<file path="config.mk">
export PLATFORM = sky130hd
export DESIGN_NAME = wb_core_rr_arbiter_flat
export DESIGN_NICKNAME = d
export VERILOG_FILES = /design/src/rtl/wb_core_rr_arbiter_if.sv /design/src/rtl/wb_core_rr_arbiter.sv /design/src/flat_wrapper.sv
export SDC_FILE = /design/constraint.sdc
export NUM_CORES = 1
export LEC_CHECK = 0
export CORE_AREA = 2 2 132 134
export DETAILED_ROUTE_END_ITERATION = 12
export DIE_AREA = 0 0 134 136
export PLACE_DENSITY = 0.63
export SYNTH_ARGS = -nofsm -noshare
export SYNTH_HDL_FRONTEND = slang
export SYNTH_SLANG_ARGS = --single-unit
</file>
<file path="constraint.sdc">
create_clock -name wb_clk_i -period 2 [get_ports wb_clk_i]
set_clock_uncertainty 0.15 [all_clocks]
set_input_delay 0.4 -clock wb_clk_i [delete_from_list [all_inputs] [get_ports wb_clk_i]]
set_output_delay 0.4 -clock wb_clk_i [all_outputs]
set_load 0.005 [all_outputs]
</file>
<file path="src/rtl/wb_core_rr_arbiter_if.sv">
// Flattened Wishbone B3 bundle between NUM_MASTERS core buses, the arbiter and the shared slave port.
interface wb_core_rr_arbiter_if #(
  parameter int unsigned NUM_MASTERS = 2
);
  localparam int unsigned AW = 32;
  localparam int unsigned DW = 32;
  localparam int unsigned SW = 4;

  logic [NUM_MASTERS*AW-1:0] m_adr_i;
  logic [NUM_MASTERS*DW-1:0] m_dat_i;
  logic [NUM_MASTERS*SW-1:0] m_sel_i;
  logic [NUM_MASTERS-1:0]    m_we_i;
  logic [NUM_MASTERS-1:0]    m_cyc_i;
  logic [NUM_MASTERS-1:0]    m_stb_i;
  logic [NUM_MASTERS*3-1:0]  m_cti_i;
  logic [NUM_MASTERS*2-1:0]  m_bte_i;
  logic [NUM_MASTERS*DW-1:0] m_dat_o;
  logic [NUM_MASTERS-1:0]    m_ack_o;
  logic [NUM_MASTERS-1:0]    m_err_o;
  logic [NUM_MASTERS-1:0]    m_rty_o;

  logic [AW-1:0] s_adr_o;
  logic [DW-1:0] s_dat_o;
  logic [SW-1:0] s_sel_o;
  logic          s_we_o;
  logic          s_cyc_o;
  logic          s_stb_o;
  logic [2:0]    s_cti_o;
  logic [1:0]    s_bte_o;
  logic [DW-1:0] s_dat_i;
  logic          s_ack_i;
  logic          s_err_i;
  logic          s_rty_i;

  // Arbiter view: slave to the cores, master toward the shared slave.
  modport slave (
    input  m_adr_i, m_dat_i, m_sel_i, m_we_i, m_cyc_i, m_stb_i, m_cti_i, m_bte_i,
    input  s_dat_i, s_ack_i, s_err_i, s_rty_i,
    output m_dat_o, m_ack_o, m_err_o, m_rty_o,
    output s_adr_o, s_dat_o, s_sel_o, s_we_o, s_cyc_o, s_stb_o, s_cti_o, s_bte_o
  );

  // Environment view: cores and shared slave surrounding the arbiter.
  modport master (
    output m_adr_i, m_dat_i, m_sel_i, m_we_i, m_cyc_i, m_stb_i, m_cti_i, m_bte_i,
    output s_dat_i, s_ack_i, s_err_i, s_rty_i,
    input  m_dat_o, m_ack_o, m_err_o, m_rty_o,
    input  s_adr_o, s_dat_o, s_sel_o, s_we_o, s_cyc_o, s_stb_o, s_cti_o, s_bte_o
  );
endinterface

</file>
<file path="src/rtl/wb_core_rr_arbiter.sv">
// Round-robin Wishbone B3 arbiter: one core owns the shared slave for a whole cyc,
// with a response watchdog that errors out a transfer the slave never answers.
module wb_core_rr_arbiter #(
  parameter int unsigned NUM_MASTERS    = 2,
  parameter int unsigned TIMEOUT_CYCLES = 256
) (
  input  logic                   wb_clk_i,
  input  logic                   wb_rst_ni,
  wb_core_rr_arbiter_if.slave    bus,
  output logic [NUM_MASTERS-1:0] grant_o,
  output logic                   timeout_o
);
  localparam int unsigned N        = NUM_MASTERS;
  localparam int unsigned IW       = (N > 1) ? $clog2(N) : 1;
  localparam int unsigned WDW      = 16;
  localparam bit          WD_EN    = (TIMEOUT_CYCLES != 0);
  localparam logic [WDW-1:0] WD_LIMIT = (TIMEOUT_CYCLES == 0) ? '0 : WDW'(TIMEOUT_CYCLES - 1);

  typedef enum logic {ST_IDLE, ST_BUSY} state_t;

  state_t         r_state,   w_state_nxt;
  logic [N-1:0]   r_grant,   w_grant_nxt;
  logic [IW-1:0]  r_gidx,    w_gidx_nxt;
  logic [IW-1:0]  r_last,    w_last_nxt;
  logic [WDW-1:0] r_wd_cnt,  w_wd_cnt_nxt;
  logic           r_timeout, w_timeout_nxt;

  logic          w_pick_vld;
  logic [IW-1:0] w_pick;
  logic [IW:0]   w_scan;
  logic          w_g_cyc;
  logic          w_g_stb;
  logic          w_resp;
  logic          w_wd_fire;

  logic [31:0] w_adr [N];
  logic [31:0] w_dat [N];
  logic [3:0]  w_sel [N];
  logic [2:0]  w_cti [N];
  logic [1:0]  w_bte [N];

  // Per-master views of the flattened request vectors.
  for (genvar gi = 0; gi < N; gi++) begin : g_slice
    assign w_adr[gi] = bus.m_adr_i[gi*32 +: 32];
    assign w_dat[gi] = bus.m_dat_i[gi*32 +: 32];
    assign w_sel[gi] = bus.m_sel_i[gi*4 +: 4];
    assign w_cti[gi] = bus.m_cti_i[gi*3 +: 3];
    assign w_bte[gi] = bus.m_bte_i[gi*2 +: 2];
  end

  assign bus.m_dat_o = {N{bus.s_dat_i}};
  assign grant_o     = r_grant;
  assign timeout_o   = r_timeout;

  // (base + off) mod N without a divider; off never exceeds N.
  function automatic logic [IW:0] wrap_idx(input logic [IW-1:0] base, input int unsigned off);
    logic [IW:0] sum;
    sum = {1'b0, base} + (IW+1)'(off);
    if (sum >= (IW+1)'(N)) sum = sum - (IW+1)'(N);
    return sum;
  endfunction

  // First requester after the previous owner, wrapping around.
  always_comb begin
    w_pick_vld = 1'b0;
    w_pick     = '0;
    w_scan     = '0;
    for (int unsigned k = 0; k < N; k++) begin
      w_scan = wrap_idx(r_last, k + 1);
      if (!w_pick_vld && bus.m_cyc_i[w_scan[IW-1:0]]) begin
        w_pick_vld = 1'b1;
        w_pick     = w_scan[IW-1:0];
      end
    end
  end

  always_ff @(posedge wb_clk_i or negedge wb_rst_ni) begin
    if (!wb_rst_ni) begin
      r_state   <= ST_IDLE;
      r_grant   <= '0;
      r_gidx    <= '0;
      r_last    <= IW'(N - 1);
      r_wd_cnt  <= '0;
      r_timeout <= 1'b0;
    end else begin
      r_state   <= w_state_nxt;
      r_grant   <= w_grant_nxt;
      r_gidx    <= w_gidx_nxt;
      r_last    <= w_last_nxt;
      r_wd_cnt  <= w_wd_cnt_nxt;
      r_timeout <= w_timeout_nxt;
    end
  end

  // Next state plus the zero-latency slave/master muxing for the current owner.
  always_comb begin
    w_state_nxt   = r_state;
    w_grant_nxt   = r_grant;
    w_gidx_nxt    = r_gidx;
    w_last_nxt    = r_last;
    w_wd_cnt_nxt  = '0;
    w_timeout_nxt = 1'b0;
    w_g_cyc       = 1'b0;
    w_g_stb       = 1'b0;
    w_resp        = 1'b0;
    w_wd_fire     = 1'b0;

    bus.s_adr_o = '0;
    bus.s_dat_o = '0;
    bus.s_sel_o = '0;
    bus.s_we_o  = 1'b0;
    bus.s_cyc_o = 1'b0;
    bus.s_stb_o = 1'b0;
    bus.s_cti_o = '0;
    bus.s_bte_o = '0;
    bus.m_ack_o = '0;
    bus.m_err_o = '0;
    bus.m_rty_o = '0;

    case (r_state)
      ST_IDLE: begin
        if (w_pick_vld) begin
          w_state_nxt = ST_BUSY;
          w_grant_nxt = N'(1) << w_pick;
          w_gidx_nxt  = w_pick;
        end
      end
      ST_BUSY: begin
        w_g_cyc   = bus.m_cyc_i[r_gidx];
        w_g_stb   = bus.m_stb_i[r_gidx];
        w_resp    = bus.s_ack_i | bus.s_err_i | bus.s_rty_i;
        // An ack landing on the limit cycle wins over the forced err.
        w_wd_fire = WD_EN && w_g_stb && !w_resp && (r_wd_cnt == WD_LIMIT);

        bus.s_adr_o = w_adr[r_gidx];
        bus.s_dat_o = w_dat[r_gidx];
        bus.s_sel_o = w_sel[r_gidx];
        bus.s_we_o  = bus.m_we_i[r_gidx];
        bus.s_cyc_o = w_g_cyc;
        bus.s_stb_o = w_g_stb && !w_wd_fire;
        bus.s_cti_o = w_cti[r_gidx];
        bus.s_bte_o = w_bte[r_gidx];

        bus.m_ack_o[r_gidx] = bus.s_ack_i & w_g_cyc;
        bus.m_err_o[r_gidx] = (bus.s_err_i | w_wd_fire) & w_g_cyc;
        bus.m_rty_o[r_gidx] = bus.s_rty_i & w_g_cyc;

        if (WD_EN && w_g_stb && !w_resp && !w_wd_fire) w_wd_cnt_nxt = r_wd_cnt + WDW'(1);
        w_timeout_nxt = w_wd_fire;

        // Owner released: back to IDLE so the next owner waits one bus cycle.
        if (!w_g_cyc) begin
          w_state_nxt = ST_IDLE;
          w_grant_nxt = '0;
          w_last_nxt  = r_gidx;
        end
      end
      default: w_state_nxt = ST_IDLE;
    endcase
  end
endmodule
</file>
<file path="src/flat_wrapper.sv">
// flat-port wrapper written by rule: the top's interface ports become plain ports
module wb_core_rr_arbiter_flat 
#(
  parameter int unsigned NUM_MASTERS    = 2,
  parameter int unsigned TIMEOUT_CYCLES = 256
)
  (wb_clk_i, wb_rst_ni, grant_o, timeout_o, bus_m_adr_i, bus_m_dat_i, bus_m_sel_i, bus_m_we_i, bus_m_cyc_i, bus_m_stb_i, bus_m_cti_i, bus_m_bte_i, bus_s_dat_i, bus_s_ack_i, bus_s_err_i, bus_s_rty_i, bus_m_dat_o, bus_m_ack_o, bus_m_err_o, bus_m_rty_o, bus_s_adr_o, bus_s_dat_o, bus_s_sel_o, bus_s_we_o, bus_s_cyc_o, bus_s_stb_o, bus_s_cti_o, bus_s_bte_o);
  wb_core_rr_arbiter_if #(.NUM_MASTERS(NUM_MASTERS)) bus_i ();
  input  logic wb_clk_i;
  input  logic wb_rst_ni;
  output logic [NUM_MASTERS-1:0] grant_o;
  output logic timeout_o;
  input wire logic [$bits(bus_i.m_adr_i)-1:0] bus_m_adr_i;
  input wire logic [$bits(bus_i.m_dat_i)-1:0] bus_m_dat_i;
  input wire logic [$bits(bus_i.m_sel_i)-1:0] bus_m_sel_i;
  input wire logic [$bits(bus_i.m_we_i)-1:0] bus_m_we_i;
  input wire logic [$bits(bus_i.m_cyc_i)-1:0] bus_m_cyc_i;
  input wire logic [$bits(bus_i.m_stb_i)-1:0] bus_m_stb_i;
  input wire logic [$bits(bus_i.m_cti_i)-1:0] bus_m_cti_i;
  input wire logic [$bits(bus_i.m_bte_i)-1:0] bus_m_bte_i;
  input wire logic [$bits(bus_i.s_dat_i)-1:0] bus_s_dat_i;
  input wire logic [$bits(bus_i.s_ack_i)-1:0] bus_s_ack_i;
  input wire logic [$bits(bus_i.s_err_i)-1:0] bus_s_err_i;
  input wire logic [$bits(bus_i.s_rty_i)-1:0] bus_s_rty_i;
  output wire logic [$bits(bus_i.m_dat_o)-1:0] bus_m_dat_o;
  output wire logic [$bits(bus_i.m_ack_o)-1:0] bus_m_ack_o;
  output wire logic [$bits(bus_i.m_err_o)-1:0] bus_m_err_o;
  output wire logic [$bits(bus_i.m_rty_o)-1:0] bus_m_rty_o;
  output wire logic [$bits(bus_i.s_adr_o)-1:0] bus_s_adr_o;
  output wire logic [$bits(bus_i.s_dat_o)-1:0] bus_s_dat_o;
  output wire logic [$bits(bus_i.s_sel_o)-1:0] bus_s_sel_o;
  output wire logic [$bits(bus_i.s_we_o)-1:0] bus_s_we_o;
  output wire logic [$bits(bus_i.s_cyc_o)-1:0] bus_s_cyc_o;
  output wire logic [$bits(bus_i.s_stb_o)-1:0] bus_s_stb_o;
  output wire logic [$bits(bus_i.s_cti_o)-1:0] bus_s_cti_o;
  output wire logic [$bits(bus_i.s_bte_o)-1:0] bus_s_bte_o;
  assign bus_i.m_adr_i = bus_m_adr_i;
  assign bus_i.m_dat_i = bus_m_dat_i;
  assign bus_i.m_sel_i = bus_m_sel_i;
  assign bus_i.m_we_i = bus_m_we_i;
  assign bus_i.m_cyc_i = bus_m_cyc_i;
  assign bus_i.m_stb_i = bus_m_stb_i;
  assign bus_i.m_cti_i = bus_m_cti_i;
  assign bus_i.m_bte_i = bus_m_bte_i;
  assign bus_i.s_dat_i = bus_s_dat_i;
  assign bus_i.s_ack_i = bus_s_ack_i;
  assign bus_i.s_err_i = bus_s_err_i;
  assign bus_i.s_rty_i = bus_s_rty_i;
  assign bus_m_dat_o = bus_i.m_dat_o;
  assign bus_m_ack_o = bus_i.m_ack_o;
  assign bus_m_err_o = bus_i.m_err_o;
  assign bus_m_rty_o = bus_i.m_rty_o;
  assign bus_s_adr_o = bus_i.s_adr_o;
  assign bus_s_dat_o = bus_i.s_dat_o;
  assign bus_s_sel_o = bus_i.s_sel_o;
  assign bus_s_we_o = bus_i.s_we_o;
  assign bus_s_cyc_o = bus_i.s_cyc_o;
  assign bus_s_stb_o = bus_i.s_stb_o;
  assign bus_s_cti_o = bus_i.s_cti_o;
  assign bus_s_bte_o = bus_i.s_bte_o;
  wb_core_rr_arbiter #(.NUM_MASTERS(NUM_MASTERS), .TIMEOUT_CYCLES(TIMEOUT_CYCLES)) u_core (.wb_clk_i(wb_clk_i), .wb_rst_ni(wb_rst_ni), .bus(bus_i), .grant_o(grant_o), .timeout_o(timeout_o));
endmodule
</file>
# Yosys cells after proc, flatten, opt, wreduce, memory -nomap -nowiden
# Index checks and enable logic that the tools add are counted.
# Widths: inputs -> output; s select.
[op_classes]
addsub = 5
magnitude_cmp = 7
n_eq_ne = 3
shift = 1
n_mux = 53
bitwise = 12
reduce_logical = 12
[op_table]
columns = ["cell", "count"]
rows = [
  ["$mux 32", 8],
  ["$mux 16", 2],
  ["$mux 1", 23],
  ["$mux 2", 9],
  ["$add 16x1->16 const B", 1],
  ["$eq 16x8->1 const B", 1],
  ["$mux 4", 4],
  ["$mux 3", 4],
  ["$and 2x2->2", 3],
  ["$ge 2x2->1 const B", 3],
  ["$logic_and 1x1->1", 6],
  ["$lt 1x2->1 const B", 3],
  ["$reduce_and 2->1", 3],
  ["$pmux 2 s2", 1],
  ["$and 1x1->1", 3],
  ["$logic_not 1->1", 3],
  ["$or 1x1->1", 3],
  ["$add 1x1->2 const B", 1],
  ["$add 1x2->2 const B", 1],
  ["$ne 2x1->1 const B", 1],
  ["$ne 2x2->1 const B", 1],
  ["$not 1->1", 2],
  ["$not 1->2", 1],
  ["$pmux 1 s2", 1],
  ["other kinds (4)", 5],
]
[totals]
ff_bits = 22
inputBits = 189
out_inout_bits = 149
elab_cells = 99

# Depth between registers and ports, before layout
[depth]
depth_word = 12
ltp_mapped = 6
ltp_nobuf = 5

# Worst setup path after synthesis
# OpenSTA, ideal clock, no wires.
[synth_timing]
path_kind = "register to output"
from = "reg u_core.r_gidx"
to = "out bus_m_err_o[0]"
t_arrival_ps = 1336
required_time_ps = 1450
slack_ps = 114
stages_incl_launch_ff = 6
path_buffers = 1
path_cell_list = "dfrtp_1 > buf_4 > mux2i_1 > or4_1 > nor2_1 > o21a_1"
[synth_via]
elab_chain_cells = 8
elab_cells_between_ends = 15
cone_classes = "order compare (2); mux (7); bitwise (3); reduce/logical (3)"
[synth_lines]
columns = ["item", "line", "rtl"]
rows = [
  ["start: declaration", "wb_core_rr_arbiter.sv:23", "logic [IW-1:0] r_gidx, w_gidx_nxt;"],
  ["start signal: assignment", "wb_core_rr_arbiter.sv:88", "r_gidx <= w_gidx_nxt;"],
  ["$mux 1 (implied by the code) (2 in a row)", "wb_core_rr_arbiter.sv:130", "w_g_stb = bus.m_stb_i[r_gidx];"],
  ["$logic_and 1x1->1 (2 in a row)", "wb_core_rr_arbiter.sv:133", "w_wd_fire = WD_EN && w_g_stb && !w_resp && (r_wd_cnt == WD_LIMIT);"],
  ["$or 1x1->1", "wb_core_rr_arbiter.sv:145", "bus.m_err_o[r_gidx] = (bus.s_err_i | w_wd_fire) & w_g_cyc;"],
  ["$and 1x1->1", "wb_core_rr_arbiter.sv:145", ""],
  ["$and 2x2->2 (no line) (*)", "-", ""],
  ["$mux 2 (*)", "wb_core_rr_arbiter.sv:120", "case (r_state)"],
  ["end: declaration", "flat_wrapper.sv:27", "output wire logic [$bits(bus_i.m_err_o)-1:0] bus_m_err_o;"],
]
# Every way passes the cells marked *; elsewhere a longest branch is shown, timed or not. The select of a mux whose other input is x is not followed.

# Worst setup path in the final report
[layout_timing]
from = "in bus_s_ack_i"
to = "out bus_m_err_o[0]"
[layout_via]
elab_chain_cells = 9
[layout_lines]
columns = ["item", "line", "rtl"]
rows = [
  ["start: declaration", "flat_wrapper.sv:22", "input wire logic [$bits(bus_i.s_ack_i)-1:0] bus_s_ack_i;"],
  ["$or 1x1->1 (2 in a row)", "wb_core_rr_arbiter.sv:131", "w_resp = bus.s_ack_i | bus.s_err_i | bus.s_rty_i;"],
  ["$logic_not 1->1", "wb_core_rr_arbiter.sv:133", ""],
  ["$logic_and 1x1->1 (2 in a row)", "wb_core_rr_arbiter.sv:133", ""],
  ["$or 1x1->1", "wb_core_rr_arbiter.sv:145", ""],
  ["$and 1x1->1", "wb_core_rr_arbiter.sv:145", ""],
  ["$and 2x2->2 (no line)", "-", ""],
  ["$mux 2", "wb_core_rr_arbiter.sv:120", ""],
]
# Every way passes these cells.

==> metrics.csv <==
metric,value,unit
most used cells in the layout excluding fill and tap cells,"155 x clkdlybuf4s50_1, 74 x buf_2, 72 x nor2b_1",
distinct cell type count after synthesis,28,
worst skew pair latency,260,ps
initial detailed-routing violation count,85,
cell types with the largest area share after synthesis,"mux2i_1 26%, dfrtp_1 18%, buf_4 17%",
Post-Route WL,13000,um
number of buffers and inverters on the critical path,3,
family with the most delay on the worst path,simple AND/OR/NAND/NOR gates,
clock buffer count from CTS,3,
fillers,1733,
layout cell share with drive strength beyond 1,31.2,%
Yosys top cell by area,mux2i_1,
number of antenna violations at the first check in global routing,0,
total of flip-flops plus latches after synthesis,22,
Clock Tree Root,clkbuf_16,
vias per std cell,4.02,
clock network fraction of design power,10.5,%
starting density of the core,17.0,%
# setup viols final,82,
total power,0.00438,W
Clock Sinks,22,
row count,48,
synthesized area,0.00287,mm^2
Final Core Density,33.5,%
actual slew at the worst max-slew pin,356,ps
Sequential Power Share,12.4,%
unrepaired setup endpoints after global routing,yes,
sequential area share after synthesis,19.2,%
Final GP Congestion,0.851,
number of cells in the design after placement,770,
post-route minimum period,2390,ps
data required time at the worst endpoint,1450,ps
layout net count,765,
overall die area,0.0182,mm^2
Port Buffer Count,241,
routed wire length per instance,16.3,um
DRC violations left,0,
total negative slack for setup checks,-16640,ps
"critical path, cell by cell","clkdlybuf4s50_1, or4_4, nor2_4, buf_6, o21a_1, buf_2",
Detail Route Antenna Nets,0,
vias after detailed routing,3215,
crit start category,input port,
maximum cell stage delay along the critical path,540,ps
Final Max Slew Viols,0,
sum of overflow across all layers after global routing,0,
status,"finished, violations left",
worst setup path category,in2out,
Yosys top cell area share,26.5,%
headroom to the max-slew limit,76.1,%
proportion of power drawn by combinational gates,77.1,%
Overall Global Routing Usage,12.2,%
arrival time at the worst endpoint,1840,ps
P per Cell Area,776,mW/mm^2
sequential standard cell area,557,um^2
Critical R2R Launch,u_core.r_gidx$_DFFE_PN0P_,
"most common cell after layout, fill and taps aside",clkdlybuf4s50_1,
H-tree levels,1,
detailed-routing iteration count for the pre-antenna-repair pass,4,
number of hold violations in the final report,0,
Final Worst Setup Slack,-394,ps
classification of the worst-slack hold path,in2async,
clock tree from TritonCTS,yes,
Int Pwr,0.00284,W
reported max-cap violation count,0,
warning count from the yosys run,0,
Area Growth Syn to Fin,96.8,%
violated checks,setup timing,
launching element of the worst setup path,bus_s_ack_i,
worst IR drop on VDD,0.392,mV
largest net degree at the start of global routing,57,
switching power of the nets,0.00154,W
achievable clock frequency,418,MHz
wire length of the first global-routing pass,17800,um
multi-input logic area,0.00191,mm^2
highest fanout seen on the critical path,3,
Post-Syn Area per Cell,8.28,um^2
post-synth net total,537,
top-level port count,338,
fin crit share,120,%
CTS max path bufs,2,
Ant. Diodes,0,
tightest hold margin,354,ps
Die Width,134,um
CTS clock-pin slew for the worst setup and hold paths,60,ps
Pleak,2.55,nW
Core Box Area,0.0169,mm^2
final cell count without fillers,799,
Critical-path top delay cell,or4_4,
Switching Share,35.2,%
die span in y,136,um
Worst setup EP type,output pin,
Post-CTS Hold Fix Bufs,0,
post-DP HPWL,9860,um
number of cells produced by synthesis,347,
via count of the first global-routing pass,3275,
==> state kept, by name (all words and copies together), names as in the netlist <==
register          count
u_core.r_wd_cnt      16
u_core.r_state        1
u_core.r_gidx         1
u_core.timeout_o      1
u_core.r_last         1
u_core.grant_o        2
==> layer usage <==
| metal | routed length (um) | track usage (%) |
|---|---|---|
| met1 | 5480 | 14.8 |
| met2 | 6220 | 20.7 |
| met3 | 1180 | 5.03 |
| met4 | 138 | 1.95 |
| met5 | 0 | 0 |
==> cell usage after synthesis <==
| cell type | n |
|---|---|
| nor3b_1 | 2 |
| ha_1 | 1 |
| and4_1 | 1 |
| a21oi_1 | 2 |
| nor3_1 | 3 |
| a211o_1 | 1 |
| and3_1 | 2 |
| nor2b_1 | 75 |
| inv_1 | 4 |
| nand4_1 | 6 |
| a22oi_1 | 1 |
| xnor2_1 | 9 |
| nand3_1 | 5 |
| clkbuf_1 | 9 |
| nand2_1 | 8 |
| nor2_1 | 22 |
| buf_2 | 9 |
| xor2_1 | 5 |
| or4_1 | 1 |
| nor4_1 | 7 |
| o21ai_0 | 3 |
| dfrtp_1 | 21 |
| buf_4 | 65 |
| mux2i_1 | 76 |
| o21a_1 | 2 |
| and2_1 | 5 |
| dfstp_2 | 1 |
| o31ai_1 | 1 |
==> cell type report <==
cell class / instances / share of cell area [%]
Multi-Input combinational cell: 238 / 33.9
Clock buffer: 4 / 1.57
Sequential cell: 22 / 9.85
Inverter: 4 / 0.266
Tap cell: 225 / 4.98
Timing Repair Buffer: 306 / 49.4
==> cell families after synthesis <==
kind of cell,count (synthesis),share of synthesized area [%]
AND/OR/NAND/NOR,137,27.1
XOR/XNOR,14,4.27
flip-flops,22,19.2
multiplexers,76,26.5
AO/OA/AOI/OAI,10,2.22
buffers and inverters,87,20.3
adder cells (fa/ha/maj),1,0.436
==> metrics by stage <==
stage	cell area [um^2]	worst slack (ps)
2_1_floorplan	2870	114
3_3_place_gp	5330	-718
3_5_place_dp	5330	-819
4_1_cts	5380	-414
5_1_grt	5650	-437
6_report	5650	-394
==> power groups by stage <==
| stage | clock network [W] | registers [W] | logic, W |
|---|---|---|---|
| floorplan | 0 | 0.000517 | 0.00135 |
| global placement | 0 | 0.000543 | 0.00274 |
| detailed placement | 0 | 0.000544 | 0.00277 |
| CTS | 0.000470 | 0.000544 | 0.00274 |
| global route | 0.000492 | 0.000551 | 0.00361 |
| finish | 0.000461 | 0.000544 | 0.00338 |
==> worst reg2reg max path, delay by kind of cell (launching register included) <==
kind | cells | cell delay [ps]
buffers and inverters | 5 | 720
AOI/OAI and AO/OA | 2 | 200
muxes | 1 | 210
DFF | 1 | 490
and+or+nand+nor | 1 | 90
==> worst paths after layout <==
kind	endpoint	slack, ps	cells past startpoint
setup / recovery	bus_m_err_o[0]	-390	6
hold / removal	u_core.r_wd_cnt[0]$_DFF_PN0_	350	2
setup reg to reg	u_core.grant_o[0]$_DFFE_PN0P_	30	9
hold reg to reg	u_core.grant_o[1]$_DFFE_PN0P_	360	2
max in group asynchronous	u_core.r_last$_DFFE_PN1P_	1060	2
min in group wb_clk_i	u_core.grant_o[1]$_DFFE_PN0P_	360	2
==> repair_timing <==
item	4_1_cts	5_1_grt
buffers inserted	8	8
pin swaps	6	4
gates cloned	1	9
endpoints found under the setup margin	82	81
gates resized for setup	271	114
(Power assumes the default switching activity.)
